--- src/rtl/amp_det_pkg.sv ---
// amp_det_pkg: shared defaults, widths and detector state encoding.
// Ports: none. Holds NP/MA/FS defaults, divider widths, the UP/DN encoding
// and a quotient-to-8-bit saturation helper.
package amp_det_pkg;

  localparam int NP_DEF = 100;                  // triangle points per period
  localparam int MA_DEF = 4000 / (NP_DEF / 2);  // scale so full scale is 4000
  localparam int FS_DEF = (NP_DEF / 2) * MA_DEF;

  localparam int DW       = 12;  // sample / amplitude width
  localparam int PW       = 8;   // period and gain width
  localparam int DIV_W    = 20;  // divider dividend / quotient width
  localparam int DSR_W    = 12;  // divider divisor width
  localparam int UNITY_SH = 7;   // unity gain M=128 expressed as a shift

  typedef enum logic {
    ST_UP = 1'b0,
    ST_DN = 1'b1
  } det_state_t;

  // Clamp a wide quotient to the 8-bit gain range.
  function automatic logic [PW-1:0] sat8(input logic [DIV_W-1:0] q);
    if (q > DIV_W'(255)) return 8'hFF;
    return q[PW-1:0];
  endfunction

endpackage

--- src/rtl/amp_det_if.sv ---
// amp_det_if: sample stream in, detector results out.
// master drives ce/din and observes results; slave is the detector side.
// Signals: ce, din, peak, trough, amp, period, m_est, m_valid, busy, ovr, lock.
interface amp_det_if;
  import amp_det_pkg::*;

  logic          ce;
  logic [DW-1:0] din;
  logic [DW-1:0] peak;
  logic [DW-1:0] trough;
  logic [DW-1:0] amp;
  logic [PW-1:0] period;
  logic [PW-1:0] m_est;
  logic          m_valid;
  logic          busy;
  logic          ovr;
  logic          lock;

  modport master (
    output ce, din,
    input  peak, trough, amp, period, m_est, m_valid, busy, ovr, lock
  );

  modport slave (
    input  ce, din,
    output peak, trough, amp, period, m_est, m_valid, busy, ovr, lock
  );

endinterface

--- src/rtl/amp_det_udiv_seq.sv ---
// udiv_seq: restoring unsigned divider, one quotient bit per clk.
// Ports: clk, rst, start (accepted when idle), dividend, divisor -> busy,
// done (one-clk pulse, quot final), quot. First bit is resolved on the start clk.
module udiv_seq #(
  parameter int DND_W = 20,
  parameter int DSR_W = 12
) (
  input  logic             clk,
  input  logic             rst,
  input  logic             start,
  input  logic [DND_W-1:0] dividend,
  input  logic [DSR_W-1:0] divisor,
  output logic             busy,
  output logic             done,
  output logic [DND_W-1:0] quot
);

  localparam int CW = $clog2(DND_W + 1);

  logic [DSR_W-1:0] rem_q;
  logic [CW-1:0]    cnt_q;
  logic             ld;
  logic [DSR_W-1:0] rem_in;
  logic [DND_W-1:0] q_in;
  logic [DSR_W:0]   trial;
  logic [DSR_W-1:0] rem_nx;
  logic [DND_W-1:0] q_nx;

  assign ld = start && !busy;

  // One restoring step. On a load the step runs on the fresh dividend so
  // the whole division fits in DND_W clocks starting at the start clk.
  always_comb begin
    rem_in = ld ? '0 : rem_q;
    q_in   = ld ? dividend : quot;
    trial  = {rem_in, q_in[DND_W-1]};
    if (trial >= {1'b0, divisor}) begin
      rem_nx = DSR_W'(trial - {1'b0, divisor});
      q_nx   = {q_in[DND_W-2:0], 1'b1};
    end else begin
      rem_nx = trial[DSR_W-1:0];
      q_nx   = {q_in[DND_W-2:0], 1'b0};
    end
  end

  // busy covers the steps plus the done clk, so a consumer sees busy fall
  // on the same edge it registers the result.
  always_ff @(posedge clk or posedge rst) begin
    if (rst) begin
      rem_q <= '0;
      quot  <= '0;
      cnt_q <= '0;
      busy  <= 1'b0;
      done  <= 1'b0;
    end else begin
      done <= 1'b0;
      if (ld) begin
        rem_q <= rem_nx;
        quot  <= q_nx;
        cnt_q <= CW'(DND_W - 1);
        busy  <= 1'b1;
      end else if (done) begin
        busy <= 1'b0;
      end else if (busy && cnt_q != '0) begin
        rem_q <= rem_nx;
        quot  <= q_nx;
        cnt_q <= cnt_q - 1'b1;
        if (cnt_q == CW'(1)) done <= 1'b1;
      end
    end
  end

endmodule

--- src/rtl/amp_det.sv ---
// amp_det: peak/trough/period detector on a scaled triangle, gain recovery.
// Ports: clk, rst (async, active high), bus (amp_det_if.slave).
// m_est = round(peak*128/FS), valid 21 clks after the detecting ce clk.
module amp_det
  import amp_det_pkg::*;
#(
  parameter int NP = NP_DEF,
  parameter int MA = 4000 / (NP / 2)
) (
  input logic        clk,
  input logic        rst,
  amp_det_if.slave   bus
);

  localparam int               FS      = (NP / 2) * MA;
  localparam logic [DIV_W-1:0] HALF_FS = DIV_W'(FS / 2);
  localparam logic [DSR_W-1:0] FS_DIV  = DSR_W'(FS);

  det_state_t    state_q, state_d;
  logic          pk_det, tr_det;
  logic [DW-1:0] prev_q, peak_q, trough_q, amp_q;
  logic [PW-1:0] cnt_q, period_q, m_est_q;
  logic          m_valid_q, ovr_q, lock_q, seen_pk_q, start_q;

  logic             div_busy, div_done, div_gate;
  logic [DIV_W-1:0] div_quot, dividend;

  // start_q covers the clk between detection and the divider going busy.
  assign div_gate = div_busy || start_q;
  // Rounded dividend, taken from the peak register updated at detection.
  assign dividend = (DIV_W'(peak_q) << UNITY_SH) + HALF_FS;

  always_comb begin
    state_d = state_q;
    pk_det  = 1'b0;
    tr_det  = 1'b0;
    if (bus.ce) begin
      case (state_q)
        ST_UP: if (bus.din < prev_q) begin
          pk_det  = 1'b1;
          state_d = ST_DN;
        end
        ST_DN: if (bus.din > prev_q) begin
          tr_det  = 1'b1;
          state_d = ST_UP;
        end
        default: state_d = ST_UP;
      endcase
    end
  end

  always_ff @(posedge clk or posedge rst) begin
    if (rst) state_q <= ST_UP;
    else     state_q <= state_d;
  end

  always_ff @(posedge clk or posedge rst) begin
    if (rst) begin
      prev_q    <= '0;
      peak_q    <= '0;
      trough_q  <= '0;
      amp_q     <= '0;
      cnt_q     <= '0;
      period_q  <= '0;
      m_est_q   <= '0;
      m_valid_q <= 1'b0;
      ovr_q     <= 1'b0;
      lock_q    <= 1'b0;
      seen_pk_q <= 1'b0;
      start_q   <= 1'b0;
    end else begin
      amp_q     <= (peak_q >= trough_q) ? peak_q - trough_q : '0;
      start_q   <= pk_det && !div_gate;
      ovr_q     <= pk_det && div_gate;
      m_valid_q <= div_done;
      if (div_done) m_est_q <= sat8(div_quot);
      if (bus.ce) begin
        prev_q <= bus.din;
        if (pk_det) begin
          peak_q    <= prev_q;
          period_q  <= cnt_q;
          cnt_q     <= 8'd1;
          seen_pk_q <= 1'b1;
          if (seen_pk_q) lock_q <= 1'b1;
        end else if (cnt_q != 8'hFF) begin
          cnt_q <= cnt_q + 8'd1;
        end
        if (tr_det) trough_q <= prev_q;
      end
    end
  end

  udiv_seq #(
    .DND_W(DIV_W),
    .DSR_W(DSR_W)
  ) u_div (
    .clk     (clk),
    .rst     (rst),
    .start   (start_q),
    .dividend(dividend),
    .divisor (FS_DIV),
    .busy    (div_busy),
    .done    (div_done),
    .quot    (div_quot)
  );

  assign bus.peak    = peak_q;
  assign bus.trough  = trough_q;
  assign bus.amp     = amp_q;
  assign bus.period  = period_q;
  assign bus.m_est   = m_est_q;
  assign bus.m_valid = m_valid_q;
  assign bus.busy    = div_busy;
  assign bus.ovr     = ovr_q;
  assign bus.lock    = lock_q;

endmodule

--- src/flat_wrapper.sv ---
// flat-port wrapper written by rule: the top's interface ports become plain ports
module amp_det_flat import amp_det_pkg::*;
#(
  parameter int NP = NP_DEF,
  parameter int MA = 4000 / (NP / 2)
)
  (clk, rst, bus_ce, bus_din, bus_peak, bus_trough, bus_amp, bus_period, bus_m_est, bus_m_valid, bus_busy, bus_ovr, bus_lock);
  amp_det_if bus_i ();
  input logic clk;
  input logic rst;
  input wire logic [$bits(bus_i.ce)-1:0] bus_ce;
  input wire logic [$bits(bus_i.din)-1:0] bus_din;
  output wire logic [$bits(bus_i.peak)-1:0] bus_peak;
  output wire logic [$bits(bus_i.trough)-1:0] bus_trough;
  output wire logic [$bits(bus_i.amp)-1:0] bus_amp;
  output wire logic [$bits(bus_i.period)-1:0] bus_period;
  output wire logic [$bits(bus_i.m_est)-1:0] bus_m_est;
  output wire logic [$bits(bus_i.m_valid)-1:0] bus_m_valid;
  output wire logic [$bits(bus_i.busy)-1:0] bus_busy;
  output wire logic [$bits(bus_i.ovr)-1:0] bus_ovr;
  output wire logic [$bits(bus_i.lock)-1:0] bus_lock;
  assign bus_i.ce = bus_ce;
  assign bus_i.din = bus_din;
  assign bus_peak = bus_i.peak;
  assign bus_trough = bus_i.trough;
  assign bus_amp = bus_i.amp;
  assign bus_period = bus_i.period;
  assign bus_m_est = bus_i.m_est;
  assign bus_m_valid = bus_i.m_valid;
  assign bus_busy = bus_i.busy;
  assign bus_ovr = bus_i.ovr;
  assign bus_lock = bus_i.lock;
  amp_det #(.NP(NP), .MA(MA)) u_core (.clk(clk), .rst(rst), .bus(bus_i));
endmodule
--- config.mk ---
export PLATFORM = sky130hd
export DESIGN_NAME = amp_det_flat
export DESIGN_NICKNAME = d
export VERILOG_FILES = /design/src/rtl/amp_det_pkg.sv /design/src/rtl/amp_det_if.sv /design/src/rtl/amp_det_udiv_seq.sv /design/src/rtl/amp_det.sv /design/src/flat_wrapper.sv
export SDC_FILE = /design/constraint.sdc
export NUM_CORES = 1
export LEC_CHECK = 0
export CORE_AREA = 2 2 130 119
export CTS_CLUSTER_SIZE = 40
export DETAILED_ROUTE_END_ITERATION = 8
export DIE_AREA = 0 0 132 121
export GPL_TIMING_DRIVEN = 0
export PLACE_DENSITY = 0.76
export SLEW_MARGIN = 0
export SYNTH_ARGS = -nofsm -noshare
export SYNTH_HDL_FRONTEND = slang
export SYNTH_HIERARCHICAL = 1
export SYNTH_SLANG_ARGS = --single-unit
--- constraint.sdc ---
create_clock -name clk -period 4.8 [get_ports clk]
set_input_delay 0.48 -clock clk [delete_from_list [all_inputs] [get_ports clk]]
set_output_delay 0.48 -clock clk [all_outputs]
set_load 0.05 [all_outputs]
==> results of run 1 <==
[kinds of logic (layout without fill, tap and decap cells)]
| logic type | after synthesis | after routing |
|---|---|---|
| other | 2 | 23 |
| buffers and inverters | 76 | 177 |
| adder cells (fa/ha/maj) | 41 | 41 |
| XOR/XNOR | 38 | 38 |
| flip-flops | 117 | 117 |
| AND/OR/NAND/NOR | 215 | 215 |
| AO/OA/AOI/OAI | 147 | 147 |
| multiplexers | 41 | 41 |
[worst paths after layout]
path,start,end,depth (start not counted)
worst max-delay path,u_core/u_div/busy,u_core/u_div/rem_q[10],14
worst min-delay path,bus_ce,u_core/prev_q[8],2
worst max register to register,u_core/u_div/busy,u_core/u_div/rem_q[10],14
worst min register to register,u_core/u_div/done,u_core/bus.m_valid,0
max in group asynchronous,rst,u_core/u_div/rem_q[11],2
min in group asynchronous,rst,u_core/bus.amp[4],2
[per-stage QoR]
step	worst slack (ns)	hold slack (ns)	instances	util, %	power [mW]
finish	0.331	0.353	997	57.2	6.32
global route	0.121	0.360	997	57.2	6.77
CTS	0.373	0.339	997	57.2	6.32
detailed placement	0.427	0.385	966	53.3	5.07
global placement	0.374	0.383	965	53.1	5.02
floorplan	0.905	0.364	698	-	4.18
[power breakdown]
part | leakage [nW] | internal [mW] | switching, mW
logic | 2.16 | 1.38 | 2.06
clock network | 0.269 | 0.760 | 0.446
registers | 1.44 | 1.35 | 0.331
total | 3.88 | 3.49 | 2.83
[placed cells by master, fill, tap and decap left out, types with 9 or more instances in the layout]
cell type,instances
dfrtp_1,117
nand2_1,83
clkdlybuf4s50_1,69
inv_1,47
nor2_1,47
ha_1,39
a21oi_1,25
conb_1,23
xnor2_1,22
o21ai_0,22
clkbuf_1,19
mux2i_1,19
a31oi_1,18
clkbuf_16,17
xor2_1,16
nor2b_1,14
mux2_4,10
nand4_1,9
[area by class of cell]
type / count / area, um^2
inverter: 49 / 186
tap: 198 / 248
clock buffer: 19 / 433
timing repair buffer: 70 / 718
fill: 1273 / 6230
buffer: 27 / 149
sequential: 117 / 2930
multi-input combinational: 505 / 3540
clock inverter: 12 / 133
[sequential cells by signal (all words and copies together), names as in the netlist, 5 cells and up]
| name | flops |
|---|---|
| u_core/cnt_q | 8 |
| u_core/u_div/quot | 20 |
| u_core/u_div/cnt_q | 5 |
| u_core/bus.amp | 12 |
| u_core/prev_q | 12 |
| u_core/bus.trough | 12 |
| u_core/bus.peak | 12 |
| u_core/u_div/rem_q | 12 |
| u_core/bus.period | 8 |
| u_core/bus.m_est | 8 |
[worst max-delay path: cells and delay by family (launching register included)]
family	cells	cell delay [ns]
AND/OR/NAND/NOR	5	1.60
buffers and inverters	5	1.43
AO/OA/AOI/OAI	3	0.62
flip-flops	1	0.49
adder cells (fa/ha/maj)	1	0.23
[synth_stat cells (3+ instances only)]
library cell | count | share of area, %
o211ai_1 | 4 | 0.45
and3_1 | 8 | 0.75
a21o_1 | 8 | 0.89
buf_4 | 4 | 0.45
mux2_2 | 5 | 0.84
a31oi_1 | 18 | 1.7
mux2_1 | 7 | 1.2
nand2_1 | 83 | 4.6
o31ai_1 | 6 | 0.67
nor2_1 | 47 | 2.6
dfrtp_1 | 117 | 44
nand4_1 | 9 | 0.84
nor2b_1 | 14 | 1.3
o21ai_0 | 22 | 1.6
o2bb2ai_1 | 4 | 0.52
a21boi_0 | 3 | 0.34
o21ai_1 | 6 | 0.45
or4_1 | 3 | 0.34
a211oi_1 | 3 | 0.34
inv_1 | 49 | 2.7
or2_2 | 3 | 0.28
o22a_1 | 8 | 1.0
buf_6 | 4 | 0.67
clkbuf_1 | 17 | 0.95
ha_1 | 39 | 7.3
nand2b_1 | 6 | 0.56
nor3_1 | 5 | 0.37
a22oi_1 | 7 | 0.78
or3_1 | 3 | 0.28
nor3b_1 | 3 | 0.34
a2bb2oi_1 | 3 | 0.39
xnor2_1 | 22 | 2.9
nand3_1 | 6 | 0.45
and2_1 | 7 | 0.65
o21a_1 | 3 | 0.34
a21oi_1 | 25 | 1.9
mux2i_1 | 19 | 2.8
nor4_1 | 4 | 0.37
mux2_4 | 10 | 2.2
xor2_1 | 16 | 2.1
a221oi_1 | 3 | 0.39
[routing by layer]
layer	vias to the layer above	track usage, %
met5	-	0
met3	24	4.18
li1	2589	-
met2	152	31.5
met1	2604	29.8
met4	0	6.32
==> metrics, run 1 <==
run status finished, final reports clean; Worst path most repeated cell clkbuf_1; Die Ht 121 um; Post CTS Setup Buffer Count 0; via count 5369; CTS Root Cell clkbuf_16; Pwr Density 759 nW/um^2; synthesized area 6720 um^2; vias in the first global route 5230; share of layout cells above drive strength 1 9.26%; antenna viol nets, final 0; CTS Sinks 117; All-Layer GR Usage 20.7%; Row Count 42; Max-cap violations 0; EDFF count, synth 0; Slowest cell on crit path or4_4; simple-gate area share of the yosys netlist 15.9%; Setup CP Type flop to flop; Critical Path RT 5.09 ns; met2 wire len 7.07 mm; DR DRC count 0; WP data arrival 4.76 ns; setup TNS 0 ns; DP Wirelength 11.3 mm; cts repair resizes 0; Final Cell Area 8330 um^2; fin crit share 93.1%; post-synth cell types 78; endpoint type of the worst setup path flop; Post-Route WL 15.6 mm; core area 14600 um^2; Routed wire per std cell 15.7 um; syn avg cell area 9.92 um^2; Yosys reg bits 117; Die Wd 132 um; worst-skew pair later-pin latency 0.41 ns; largest net degree at the start of global routing 61; Die ar. 16000 um^2; htree depth 4; Final Hold Viols 0; asr flop ratio synth 100%; Cell Area, Placed 7760 um^2; vias per inst 5.39; Synth Flop Type dfrtp_1; CP max FO 10; clock skew 0.0112 ns; metal1 wirelength 7.52 mm; RSZ-0062 raised after global routing false; Max IR drop VDD 0.357 mV; Slew Limit Fails 0; Relative slew margins 44.2%; # IOs 71; Clock transition at path regs 0.05 ns; Placer Congestion 0.859; port bufs 69; register-to-register setup slack 0.33 ns; hold_buf cts 0; critical path startpoint category flop; Leak Pwr 3.88 nW; post-synthesis adder-cell area fraction 7.71%; clock buffer depth 2; global-route wire length before repair 26.4 mm; number of buffers created by CTS 17; max incr delay on CP 0.56 ns; Area growth syn-to-layout 24.0%; initial antenna violation count 0; mux cell area share after synthesis 7.08%; diode count 0; yosys warns 6; final setup violating endpoints 0; Achievable Freq 224 MHz; Pre-Repair DR Iteration Count 5; xor-xnor portion of the synthesized cell area 4.95%; initial drt markers 387; sequential area share after synthesis 43.6%; fin crit period 4.47 ns; Worst Tran Pin Value 0.835 ns; met3 routed WL 803 um; crit-path cells or2b_1, buf_2, clkbuf_1, clkbuf_1, and2_1, ha_1, inv_1, or4_4, or3b_4, a21oi_4, or2_1, buf_6, o21ai_1, a221o_1; top sig layer met4; nets 842; Compound-Gate Fraction of Synth Area 15.7%; Mapped Cells 677; grt ovf 0; Initial Utilization 46.1%; CTS tree done; Hold Crit Class primary input to flop; largest family of logic cells by synthesized area simple AND/OR/NAND/NOR gates
Power figures use the tool's default switching activity.
==> run 2: changes to the inputs <==
Settings changed: CAP_MARGIN set to 20.
==> results of run 2 <==
The final DEF is identical to that of run 1; final timing and power are the same.
